===== config.mk =====
export PLATFORM = sky130hd
export DESIGN_NAME = hazard_stall_ctrl
export DESIGN_NICKNAME = d
export VERILOG_FILES = /design/src/rtl/hazard_stall_ctrl_pkg.sv /design/src/rtl/hazard_stall_ctrl_match.sv /design/src/rtl/hazard_stall_ctrl.sv
export SDC_FILE = /design/constraint.sdc
export NUM_CORES = 1
export LEC_CHECK = 0
export ABC_AREA = 1
export BUFFER_PORTS_ARGS = -buffer_cell sky130_fd_sc_hd__buf_4
export CAP_MARGIN = 30
export CORE_MARGIN = 5
export CORE_UTILIZATION = 46
export DETAILED_ROUTE_END_ITERATION = 6
export PLACE_DENSITY = 0.86
export SLEW_MARGIN = 40
export SYNTH_ARGS = -nofsm -noshare
export SYNTH_HDL_FRONTEND = slang
export SYNTH_SLANG_ARGS = --single-unit

===== constraint.sdc =====
create_clock -name clk -period 1.5 [get_ports clk]
set_input_delay 0.225 -clock clk [delete_from_list [all_inputs] [get_ports clk]]
set_output_delay 0.225 -clock clk [all_outputs]
set_load 0.02 [all_outputs]

===== src/rtl/hazard_stall_ctrl_pkg.sv =====
// rtl/hazard_stall_ctrl_pkg.sv - shared pipeline types for the hazard/stall controller
package hazard_stall_ctrl_pkg;

    localparam int REG_SEL_W = 3;

    typedef enum logic [1:0] {
        ST_RUN     = 2'd0,
        ST_MEMWAIT = 2'd1,
        ST_HALTED  = 2'd2
    } pipeState_t;

    // Bundle ordering: PC, IF/ID en, IF/ID flush, ID/EX en, ID/EX flush, EX/MEM en, MEM/WB en
    typedef struct packed {
        logic pcEnable;
        logic ifidEnable;
        logic ifidFlush;
        logic idexEnable;
        logic idexFlush;
        logic exmemEnable;
        logic memwbEnable;
    } pipeCtrl_t;

    localparam pipeCtrl_t CTRL_RUN = '{
        pcEnable: 1'b1, ifidEnable: 1'b1, ifidFlush: 1'b0, idexEnable: 1'b1,
        idexFlush: 1'b0, exmemEnable: 1'b1, memwbEnable: 1'b1};
    localparam pipeCtrl_t CTRL_FREEZE = '{
        pcEnable: 1'b0, ifidEnable: 1'b0, ifidFlush: 1'b0, idexEnable: 1'b0,
        idexFlush: 1'b0, exmemEnable: 1'b0, memwbEnable: 1'b0};
    localparam pipeCtrl_t CTRL_REDIRECT = '{
        pcEnable: 1'b1, ifidEnable: 1'b1, ifidFlush: 1'b1, idexEnable: 1'b1,
        idexFlush: 1'b1, exmemEnable: 1'b1, memwbEnable: 1'b1};
    localparam pipeCtrl_t CTRL_BUBBLE = '{
        pcEnable: 1'b0, ifidEnable: 1'b0, ifidFlush: 1'b0, idexEnable: 1'b1,
        idexFlush: 1'b1, exmemEnable: 1'b1, memwbEnable: 1'b1};

endpackage


===== src/rtl/hazard_stall_ctrl_match.sv =====
// rtl/hazard_stall_ctrl_match.sv - compares ID source registers against one destination
module hazard_match
    import hazard_stall_ctrl_pkg::*;
(
    input  logic [REG_SEL_W-1:0] rs,
    input  logic                 rsUsed,
    input  logic [REG_SEL_W-1:0] rt,
    input  logic                 rtUsed,
    input  logic [REG_SEL_W-1:0] dest,
    output logic                 match
);

    // Register 0 is compared like any other register.
    assign match = (rsUsed && (rs == dest)) || (rtUsed && (rt == dest));

endmodule


===== src/rtl/hazard_stall_ctrl.sv =====
// rtl/hazard_stall_ctrl.sv - pipeline stall/flush/freeze/halt control with stall statistics
module hazard_stall_ctrl
    import hazard_stall_ctrl_pkg::*;
#(
    parameter int FORWARDING = 1,
    parameter int MAX_WAIT   = 64,
    parameter int CNT_W      = 16
) (
    input  logic                 clk,
    input  logic                 rst,
    input  logic [REG_SEL_W-1:0] id_rs,
    input  logic                 id_rs_used,
    input  logic [REG_SEL_W-1:0] id_rt,
    input  logic                 id_rt_used,
    input  logic [REG_SEL_W-1:0] IDEX_WriteRegSel,
    input  logic                 IDEX_RegWrite,
    input  logic                 IDEX_MemToReg,
    input  logic [REG_SEL_W-1:0] EXMEM_WriteRegSel,
    input  logic                 EXMEM_RegWrite,
    input  logic                 ex_redirect,
    input  logic                 dmem_busy,
    input  logic                 mem_halt,
    output logic                 PC_enable,
    output logic                 IFID_enable,
    output logic                 IFID_flush,
    output logic                 IDEX_enable,
    output logic                 IDEX_flush,
    output logic                 EXMEM_enable,
    output logic                 MEMWB_enable,
    output logic                 halted,
    output logic                 mem_timeout,
    output logic [CNT_W-1:0]     stall_cnt
);

    localparam logic [7:0] WAIT_LAST = 8'(MAX_WAIT - 1);

    pipeState_t       state;
    logic [7:0]       waitCnt;
    logic [CNT_W-1:0] stallCnt;
    logic             memTimeout;
    logic             matchEx;
    logic             matchMem;
    logic             rawEx;
    logic             rawMem;
    logic             dataHaz;
    logic             bubbleCycle;
    pipeCtrl_t        ctrl;

    hazard_match u_matchEx (
        .rs     (id_rs),
        .rsUsed (id_rs_used),
        .rt     (id_rt),
        .rtUsed (id_rt_used),
        .dest   (IDEX_WriteRegSel),
        .match  (matchEx)
    );

    hazard_match u_matchMem (
        .rs     (id_rs),
        .rsUsed (id_rs_used),
        .rt     (id_rt),
        .rtUsed (id_rt_used),
        .dest   (EXMEM_WriteRegSel),
        .match  (matchMem)
    );

    assign rawEx   = IDEX_RegWrite & matchEx;
    assign rawMem  = EXMEM_RegWrite & matchMem;
    // With forwarding only a load in EX cannot supply its result in time.
    assign dataHaz = (FORWARDING != 0) ? (rawEx & IDEX_MemToReg) : (rawEx | rawMem);

    // Zero-latency control: decided from current state and inputs in the same cycle.
    always_comb begin
        ctrl        = CTRL_RUN;
        bubbleCycle = 1'b0;
        if (!rst) begin
            ctrl = CTRL_RUN;
        end else if ((state == ST_HALTED) || mem_halt) begin
            ctrl = CTRL_FREEZE;
        end else if (dmem_busy) begin
            ctrl = CTRL_FREEZE;
        end else if (ex_redirect) begin
            ctrl = CTRL_REDIRECT;
        end else if (dataHaz) begin
            ctrl        = CTRL_BUBBLE;
            bubbleCycle = 1'b1;
        end
    end

    always_ff @(posedge clk) begin
        if (!rst) begin
            state      <= ST_RUN;
            waitCnt    <= 8'd0;
            stallCnt   <= '0;
            memTimeout <= 1'b0;
        end else begin
            case (state)
                ST_RUN: begin
                    if (mem_halt) begin
                        state <= ST_HALTED;
                    end else if (dmem_busy) begin
                        state <= ST_MEMWAIT;
                    end
                end
                ST_MEMWAIT: begin
                    if (!dmem_busy) begin
                        state <= mem_halt ? ST_HALTED : ST_RUN;
                    end
                end
                ST_HALTED: state <= ST_HALTED;
                default:   state <= ST_RUN;
            endcase

            if (dmem_busy) begin
                if (waitCnt != 8'hFF) begin
                    waitCnt <= waitCnt + 8'd1;
                end
                if (waitCnt >= WAIT_LAST) begin
                    memTimeout <= 1'b1;
                end
            end else begin
                waitCnt <= 8'd0;
            end

            if (bubbleCycle && (stallCnt != {CNT_W{1'b1}})) begin
                stallCnt <= stallCnt + 1'b1;
            end
        end
    end

    assign PC_enable    = ctrl.pcEnable;
    assign IFID_enable  = ctrl.ifidEnable;
    assign IFID_flush   = ctrl.ifidFlush;
    assign IDEX_enable  = ctrl.idexEnable;
    assign IDEX_flush   = ctrl.idexFlush;
    assign EXMEM_enable = ctrl.exmemEnable;
    assign MEMWB_enable = ctrl.memwbEnable;
    assign halted       = (state == ST_HALTED);
    assign mem_timeout  = memTimeout;
    assign stall_cnt    = stallCnt;

endmodule


==> results.py, run 1 <==
metrics = {
    "status": {
        "run_status": "complete, but fails checks",
        "violations": "setup timing",
    },
    "hold_path": {
        "hp-class": "in -> reg",
    },
    "placed_design": {
        "io_buffers": 42,
        "gp_congestion": 0.793,
        "dp_hpwl_mm": 2.69,
        "place_ws_ns": -0.0672,
    },
    "flow_run": {
        "max_cap_violations": 0,
    },
    "route": {
        "routed_wl_mm": 4.50,
        "wire_per_inst_um": 12.8,
        "firstDrtPassIters": 4,
        "drc": 0,
        "route.top_layer_used": "met4",
        "ant_nets": 0,
        "wl_met2_mm": 2.63,
        "drtIter0Drc": 80,
        "wl_met3_um": 157,
        "vias_per_cell": 4.88,
        "wl_met1_mm": 1.69,
        "vias": 1722,
    },
    "floorplanning": {
        "dieWidth_um": 68.4,
        "start_util": 0.474,
        "io-pin-count": 47,
        "core-area_um2": 3310,
        "rows": 21,
        "die_y_um": 68.4,
        "die-area_um2": 4680,
    },
    "cts": {
        "cts_max_level": 1,
        "cts-buffers-inserted": 3,
        "clk_path_buf_depth": 2,
        "cts_sinks": 27,
        "clk_pin_slew_worst_paths_ns": 0.13,
        "clk_latency_ns": 0.34,
        "cts-root-buf": "clkbuf_4",
        "cts_tree": "done",
    },
    "timing": {
        "max_freq_mhz": 611,
        "max_slew_margin": 0.759,
        "finalHoldViolCount": 0,
        "period_share": 1.09,
        "fin_skew_ns": 0.0181,
        "whs_ns": 0.0813,
        "max_slew.worst_pin.slew_ns": 0.361,
        "fin_crit_ns": 1.64,
        "tns_ns": -1.33,
        "drv_slew": 0,
        "fin_ws_ns": -0.136,
        "grt_setup_unrepaired": "true",
        "finalSetupViolations": 23,
    },
    "final_layout": {
        "n_antenna_cell": 0,
        "postLayoutCoreUtil": 0.753,
        "syn_to_final_growth_pct": 58.9,
        "nNetsFinal": 332,
        "drive_gt1_frac": 0.531,
    },
    "synth": {
        "yosysWarnings": 0,
        "ys_types": 27,
        "syn_avg_cell_area_um2": 6.71,
        "ys_ff_latch": 27,
        "synth_area_um2": 1570,
        "ys_seq_area_frac": 0.344,
        "postSynthCellCount": 234,
        "synth_nets": 258,
    },
    "power_and_ir_drop": {
        "power_frac_seq": 0.572,
        "finalPower_mw": 1.26,
        "power.density_nw_per_um2": 507,
        "leakage_nw": 1.19,
        "ir_worst_vdd_mv": 0.587,
        "power_frac_comb": 0.171,
        "pwr-share-clk": 0.257,
        "swShare": 0.265,
        "p_switching_uw": 335,
        "power_report.internal_total_uw": 930,
    },
    "grt": {
        "grt_first_pass_wirelength_mm": 7.20,
        "first_global_vias": 1757,
        "grt_usage": 0.200,
        "antenna_found_initial": 0,
        "grt_max_degree": 18,
        "grt-ovfl-total": 0,
    },
    "critical_path": {
        "cp-start-kind": "flop",
        "cp-end-kind": "output port",
        "crit_arrival_ns": 1.41,
        "cp_max_fo": 2,
        "crit_required_ns": 1.27,
        "critPathKind": "reg -> out",
    },
}
[logic make-up (layout without fill, tap and decap cells)]
| logic type | Yosys count | in the layout | share of synthesized area |
|---|---|---|---|
| AOI/OAI and AO/OA | 34 | 34 | 0.114 |
| buffers and inverters | 41 | 114 | 0.122 |
| and+or+nand+nor | 129 | 129 | 0.398 |
| adders and majority gates | 2 | 2 | 0.0159 |
| xor gates and xnor gates | 1 | 1 | 0.00558 |
| DFF | 27 | 27 | 0.344 |
[power groups by stage]
stage / Combinational, mW / Sequential (mW) / Clock, mW
finish: 0.216 / 0.724 / 0.325
global route: 0.237 / 0.725 / 0.370
CTS: 0.184 / 0.725 / 0.331
detailed placement: 0.168 / 0.740 / 0
global placement: 0.162 / 0.740 / 0
floorplan: 0.101 / 0.740 / 0
[cells in the final DEF, fill, tap and decap left out, types with 2 or more instances in the layout]
| master | n |
|---|---|
| o21ai_1 | 4 |
| dfxtp_2 | 11 |
| nand3_4 | 3 |
| nor2_2 | 2 |
| nor2_4 | 8 |
| buf_6 | 14 |
| dfxtp_1 | 13 |
| buf_4 | 62 |
| inv_2 | 5 |
| nand2_2 | 13 |
| o21ai_0 | 4 |
| dfxtp_4 | 3 |
| nand3_1 | 5 |
| nand2_4 | 3 |
| o21ai_2 | 2 |
| a21oi_2 | 10 |
| clkbuf_4 | 3 |
| nand2_1 | 40 |
| inv_1 | 27 |
| nand3_2 | 15 |
| a21oi_1 | 9 |
| nor2_1 | 35 |
[synth_stat cells (all sizes together)]
| cell type | count | area share |
|---|---|---|
| a211oi | 1 | 0.0048 |
| a21oi | 20 | 0.064 |
| a31oi | 1 | 0.0040 |
| buf | 8 | 0.043 |
| dfxtp | 27 | 0.34 |
| ha | 2 | 0.016 |
| inv | 33 | 0.079 |
| nand2 | 56 | 0.15 |
| nand3 | 23 | 0.094 |
| nand3b | 1 | 0.0072 |
| nor2 | 45 | 0.13 |
| nor3 | 2 | 0.0064 |
| nor3b | 1 | 0.0048 |
| nor4b | 1 | 0.0056 |
| o211ai | 1 | 0.0048 |
| o21ai | 10 | 0.032 |
| o21bai | 1 | 0.0048 |
| xor2 | 1 | 0.0056 |
[routing by layer]
layer  GRT usage  up-vias
li1            -      881
met1       0.203      804
met2       0.391       35
met3      0.0427        2
met4      0.0720        0
met5           0        -
[timing repair]
| action | 4_1_cts | 5_1_grt |
|---|---|---|
| buffers inserted | 11 | 9 |
| resized for setup | 29 | 58 |
| endpoints found under the setup margin | 28 | 30 |
| hold buffers | 0 | 0 |
| gates cloned | 3 | 0 |
| pin swaps | 5 | 22 |
[worst paths after layout]
kind / start / slack (ns) / cells past startpoint / end
worst max-delay path: state[1]$_SDFFE_PN0P_ / -0.14 / 8 / IDEX_flush
worst min-delay path: mem_halt / 0.08 / 2 / state[0]$_SDFFE_PN0P_
worst max register to register: stall_cnt[0]$_SDFFE_PN0P_ / -0.13 / 13 / stall_cnt[2]$_SDFFE_PN0P_
worst min register to register: waitCnt[3]$_SDFFE_PN0P_ / 0.50 / 1 / waitCnt[3]$_SDFFE_PN0P_
[layout make-up]
class | count | area, um^2
sequential | 27 | 566
timing repair buffer | 77 | 638
fill | 238 | 817
multi-input combinational | 166 | 1080
clock buffer | 4 | 26.3
inverter | 33 | 126
tap | 46 | 57.6
[critical path: stages, from the launching register on]
cell and delay (ns):
dfxtp_2 0.35, inv_2 0.07, nor2_4 0.04, nor2_2 0.08, nand2_2 0.09, nor2_4 0.12
inv_2 0.06, o21ai_2 0.13, buf_6 0.14
[metrics by stage]
stage | area [um^2] | std cells
after floorplan | 1600 | 234
after global placement | 2040 | 330
after detailed placement | 2040 | 330
after CTS | 2320 | 348
after global routing | 2490 | 353
final | 2490 | 353
[state kept, by name, indices dropped and copies added, names as in the netlist]
register / cells
mem_timeout: 1
stall_cnt: 16
waitCnt: 8
state: 2
No activity file was read; power rests on OpenSTA's default activity.
==> run 2, diff against run 1 <==
--- a/config.mk
+++ b/config.mk
@@ -10,8 +10,7 @@
 export CAP_MARGIN = 30
 export CORE_MARGIN = 5
-export CORE_UTILIZATION = 46
+export CORE_UTILIZATION = 50
 export DETAILED_ROUTE_END_ITERATION = 6
-export PLACE_DENSITY = 0.86
-export SLEW_MARGIN = 40
+export PLACE_DENSITY = 0.89
 export SYNTH_ARGS = -nofsm -noshare
 export SYNTH_HDL_FRONTEND = slang
==> constraint.sdc (replaced) <==
create_clock -name clk -period 1.8 [get_ports clk]
set_input_delay 0.27 -clock clk [delete_from_list [all_inputs] [get_ports clk]]
set_output_delay 0.27 -clock clk [all_outputs]
set_load 0.1 [all_outputs]
==> results.py, run 2 (same netlist as run 1, synthesis figures left out) <==
metrics = {
    "power_and_ir_drop": {
        "power.density_nw_per_um2": 518,
        "swShare": 0.302,
        "p_switching_uw": 336,
        "pwr-share-clk": 0.230,
        "power_frac_seq": 0.543,
        "power_frac_comb": 0.227,
        "power_report.internal_total_uw": 774,
        "leakage_nw": 1.05,
        "ir_worst_vdd_mv": 0.540,
        "finalPower_mw": 1.11,
    },
    "cts": {
        "clk_path_buf_depth": 2,
        "cts_tree": "done",
        "cts_max_level": 1,
        "cts-root-buf": "clkbuf_4",
        "cts_sinks": 27,
        "clk_pin_slew_worst_paths_ns": 0.13,
        "cts-buffers-inserted": 3,
        "clk_latency_ns": 0.32,
        "ctsHoldBuffers": 0,
    },
    "final_layout": {
        "final_common_cell": "nand2_1",
        "layout_common_cells": "nand2_1, buf_4, nor2_1, inv_1",
        "n_antenna_cell": 0,
        "nNetsFinal": 306,
        "drive_gt1_frac": 0.384,
        "final_area_um2": 2140,
        "largest_reg_flops": 16,
        "syn_to_final_growth_pct": 36.5,
    },
    "timing": {
        "fin_crit_ns": 1.76,
        "max_slew.worst_pin.slew_ns": 0.372,
        "grt_setup_unrepaired": "true",
        "finalSetupViolations": 0,
        "max_slew_margin": 0.749,
        "period_share": 0.976,
        "fin_ws_ns": 0.0426,
        "tns_ns": 0,
        "fin_skew_ns": 0.0109,
        "finalHoldViolCount": 0,
        "whs_ns": 0.144,
        "drv_slew": 0,
        "max_freq_mhz": 569,
    },
    "route": {
        "firstDrtPassIters": 4,
        "drc": 0,
        "vias_per_cell": 4.79,
        "drtIter0Drc": 59,
        "vias": 1557,
        "wire_per_inst_um": 10.2,
        "routed_wl_mm": 3.30,
        "ant_nets": 0,
    },
    "grt": {
        "grt-ovfl-total": 0,
        "grt_usage": 0.163,
        "antenna_found_initial": 0,
        "grt_first_pass_wirelength_mm": 5.72,
        "first_global_vias": 1420,
        "grt_max_degree": 31,
    },
    "critical_path": {
        "crit_start": "state[1]$_SDFFE_PN0P_",
        "cp-end-kind": "output port",
        "crit_arrival_ns": 1.49,
        "r2r_start": "stall_cnt[0]$_SDFFE_PN0P_",
        "critPathKind": "reg -> out",
        "crit_required_ns": 1.53,
        "cp_max_fo": 2,
        "cp-start-kind": "flop",
    },
    "placed_design": {
        "dpl_cell_area_um2": 1980,
        "place_ws_ns": 0.142,
        "io_buffers": 42,
        "dp_hpwl_mm": 2.51,
        "gp_congestion": 0.792,
    },
    "floorplanning": {
        "rows": 20,
        "dieWidth_um": 66.0,
        "die_y_um": 66.0,
        "start_util": 0.518,
        "die-area_um2": 4360,
        "core-area_um2": 3030,
        "io-pin-count": 47,
    },
    "status": {
        "run_status": "completed",
    },
    "hold_path": {
        "hold_start": "mem_halt",
        "hp-class": "in -> reg",
    },
    "flow_run": {
        "max_cap_violations": 0,
    },
}
==> run 2: metal layers <==
layer,part of all wire,global-route usage
met4,0.011,0.0406
met1,0.43,0.183
met2,0.52,0.302
met5,0,0
met3,0.034,0.0442
==> run 2: worst max-delay path: stages (launching register included) <==
cell     delay [ns]
dfxtp_2        0.35
inv_2          0.07
nor2_4         0.04
nor2_4         0.09
nand2_4        0.08
nor2_4         0.13
inv_2          0.06
o21ai_2        0.15
buf_12         0.19
==> run 2: final timing paths <==
| kind | end | slack, ns | depth (start not counted) |
|---|---|---|---|
| max | IDEX_flush | 0.04 | 8 |
| min | state[0]$_SDFFE_PN0P_ | 0.14 | 2 |
| max reg2reg | stall_cnt[12]$_SDFFE_PN0P_ | 0.18 | 11 |
| min reg2reg | waitCnt[3]$_SDFFE_PN0P_ | 0.49 | 1 |
==> run 2: stage by stage <==
step,utilization,std cells
6_report,0.707,325
5_1_grt,0.707,325
4_1_cts,0.683,321
3_5_place_dp,0.655,315
3_3_place_gp,0.655,315
2_1_floorplan,-,234
==> run 2: power groups by stage <==
stage	combinational [mW]	clock [mW]	sequential, mW
after floorplan	0.173	0	0.616
after global placement	0.217	0	0.616
after detailed placement	0.220	0	0.616
after CTS	0.236	0.272	0.603
after global routing	0.270	0.307	0.604
final	0.251	0.256	0.603
==> run 2: repair_timing <==
action	4_1_cts	5_1_grt
resized for setup	12	12
pin swaps	5	2
setup endpoints to repair	4	14
setup buffers	2	4
endpoints found under the hold margin	0	0
==> run 2: final cells by class <==
class                      instances  area, um^2
clock buffer                       3        22.5
clock inverter                     1        5.00
fill                             244         886
inverter                          33         138
multi-input combinational        166         906
sequential                        27         571
tap                               44        55.1
timing repair buffer              51         445
==> run 3, diff against run 2 <==
- ABC_AREA: 1 -> default
- PLACE_DENSITY: 0.89 -> 0.9
==> results.py, run 3 <==
metrics = {
    "critical_path": {
        "cp-start-kind": "flop",
        "critPathKind": "reg -> reg",
        "cp-end-kind": "flop",
        "crit_arrival_ns": 2.24,
        "cp_max_fo": 6,
        "crit_required_ns": 2.07,
    },
    "final_layout": {
        "final_common_cell": "buf_4",
        "seq_area_um2": 588,
        "nNetsFinal": 264,
        "multi_input_area_um2": 987,
        "largest_reg_flops": 16,
        "drive_gt1_frac": 0.452,
        "syn_to_final_growth_pct": 52.3,
        "n_antenna_cell": 0,
        "fillers": 170,
        "layout_common_cells": "buf_4, nand2_1, nor2_1, nand4_1, dfxtp_4",
        "postLayoutCoreUtil": 0.801,
    },
    "status": {
        "violations": "setup timing",
        "run_status": "complete, but fails checks",
    },
    "route": {
        "drtIter0Drc": 135,
        "vias_per_cell": 5.99,
        "drc": 0,
        "wire_per_inst_um": 16.7,
        "ant_nets": 0,
        "firstDrtPassIters": 4,
        "vias": 1617,
        "routed_wl_mm": 4.51,
    },
    "timing": {
        "grt_setup_unrepaired": "true",
        "period_share": 1.09,
        "tns_ns": -0.941,
        "max_slew_margin": 0.793,
        "fin_crit_ns": 1.97,
        "fin_ws_ns": -0.166,
        "finalHoldViolCount": 0,
        "fin_skew_ns": 0.00357,
        "finalSetupViolations": 13,
        "max_freq_mhz": 509,
        "drv_slew": 0,
        "max_slew.worst_pin.slew_ns": 0.307,
    },
    "floorplanning": {
        "start_util": 0.526,
        "dieWidth_um": 64.1,
        "io-pin-count": 47,
        "die-area_um2": 4110,
        "rows": 19,
        "die_y_um": 64.1,
        "core-area_um2": 2780,
    },
    "cts": {
        "ctsHoldBuffers": 0,
        "cts_sinks": 27,
        "clk_path_buf_depth": 2,
        "clk_latency_ns": 0.33,
        "cts-buffers-inserted": 3,
        "cts_max_level": 1,
        "clk_pin_slew_worst_paths_ns": 0.14,
        "cts_tree": "done",
        "cts-root-buf": "clkbuf_4",
    },
    "grt": {
        "first_global_vias": 1618,
        "grt-ovfl-total": 0,
        "grt_usage": 0.215,
        "antenna_found_initial": 0,
        "grt_max_degree": 22,
        "grt_first_pass_wirelength_mm": 7.13,
    },
    "synth": {
        "ys_top_cells_by_count": "dfxtp_1, nand2_1, nor2_1",
        "synth.area.top_cells": "dfxtp_1, mux2i_1, nand4_1, nand2_1, xnor2_1",
        "synth_area_um2": 1460,
        "ys_types": 39,
        "postSynthCellCount": 175,
        "synthFlopType": "dfxtp_1",
        "syn_avg_cell_area_um2": 8.36,
        "synth-edff-count": 0,
        "yosysMostFrequentCell": "dfxtp_1",
        "yosysTopAreaCellShare": 0.370,
        "ys_seq_area_frac": 0.370,
        "synth_nets": 199,
        "ys_ff_latch": 27,
        "async_flop_share": 0,
        "yosysWarnings": 0,
        "yosysTopAreaCell": "dfxtp_1",
    },
    "placed_design": {
        "io_buffers": 42,
        "gp_congestion": 0.889,
        "dp_hpwl_mm": 2.97,
    },
    "flow_run": {
        "max_cap_violations": 0,
    },
    "power_and_ir_drop": {
        "leakage_nw": 0.945,
        "ir_worst_vdd_mv": 0.654,
        "power.density_nw_per_um2": 502,
        "finalPower_mw": 1.12,
    },
    "hold_path": {
        "hp-class": "in -> reg",
    },
}
-- run 3: changes by cell type after synthesis, sizes merged, moves of 7 or more --
cell    change
mux2i       +8
nor2       -32
a21oi      -11
inv        -28
nand2      -38
nand4      +12
xnor2       +7
nand2b      +7
nand3      -16
-- run 3: where the power goes --
group	total, mW	internal (mW)	switching (mW)	leakage [nW]
logic	0.257	0.0995	0.157	0.700
registers	0.592	0.588	0.00439	0.230
clock network	0.269	0.0872	0.182	0.0150
-- run 3: final cells by class --
cell class / instances / share of cell area
multi-input combinational: 137 / 0.443
inverter: 5 / 0.00843
timing repair buffer: 66 / 0.255
clock buffer: 4 / 0.0118
sequential: 27 / 0.264
tap: 31 / 0.0174
-- run 3: metrics by stage --
step                area, um^2  std cells  hold WS [ns]  setup WS, ns
floorplan                 1610        175         0.408        -0.220
global placement          2030        260         0.451        -0.140
detailed placement        2030        260         0.462        -0.225
CTS                       2170        270         0.263        -0.184
global route              2230        270         0.251        -0.193
finish                    2230        270         0.273        -0.166
-- run 3: worst max-delay path, cell delays in order (launching register included) --
cell      delay [ns]
dfxtp_2         0.35
nor2b_4         0.12
or4b_4          0.48
a2111o_1        0.42
or3_4           0.39
a21oi_2         0.16
-- run 3: metal layers --
metal / vias to the layer above / share of wire / global-route usage
li1: 767 / - / -
met1: 768 / 0.37 / 0.233
met2: 67 / 0.53 / 0.391
met3: 15 / 0.064 / 0.0420
met4: 0 / 0.032 / 0.112
met5: - / 0 / 0
-- run 3: kinds of logic (layout without fill, tap and decap cells) --
group	count (synthesis)	after routing	synth area share
AOI/OAI and AO/OA	31	31	0.143
DFF	27	27	0.370
buffers and inverters	11	75	0.0359
xor gates and xnor gates	10	10	0.0599
muxes	9	9	0.0624
adders and majority gates	2	2	0.0171
and+or+nand+nor	85	85	0.312
-- run 3: final timing paths --
kind / start / to / slack, ns / cells after the start
worst max register to register: state[1]$_SDFFE_PN0P_ / stall_cnt[13]$_SDFFE_PN0P_ / -0.17 / 5
worst max-delay path: state[1]$_SDFFE_PN0P_ / stall_cnt[13]$_SDFFE_PN0P_ / -0.17 / 5
worst min register to register: stall_cnt[0]$_SDFFE_PN0P_ / stall_cnt[0]$_SDFFE_PN0P_ / 0.48 / 1
worst min-delay path: mem_halt / state[1]$_SDFFE_PN0P_ / 0.27 / 3
-- run 3: repair_timing --
item                                   in CTS  in global routing
gates resized for setup                    16                 15
pin swaps                                   7                  8
setup endpoints to repair                  19                 23
setup buffers                               6                  0
endpoints found under the hold margin       0                  0
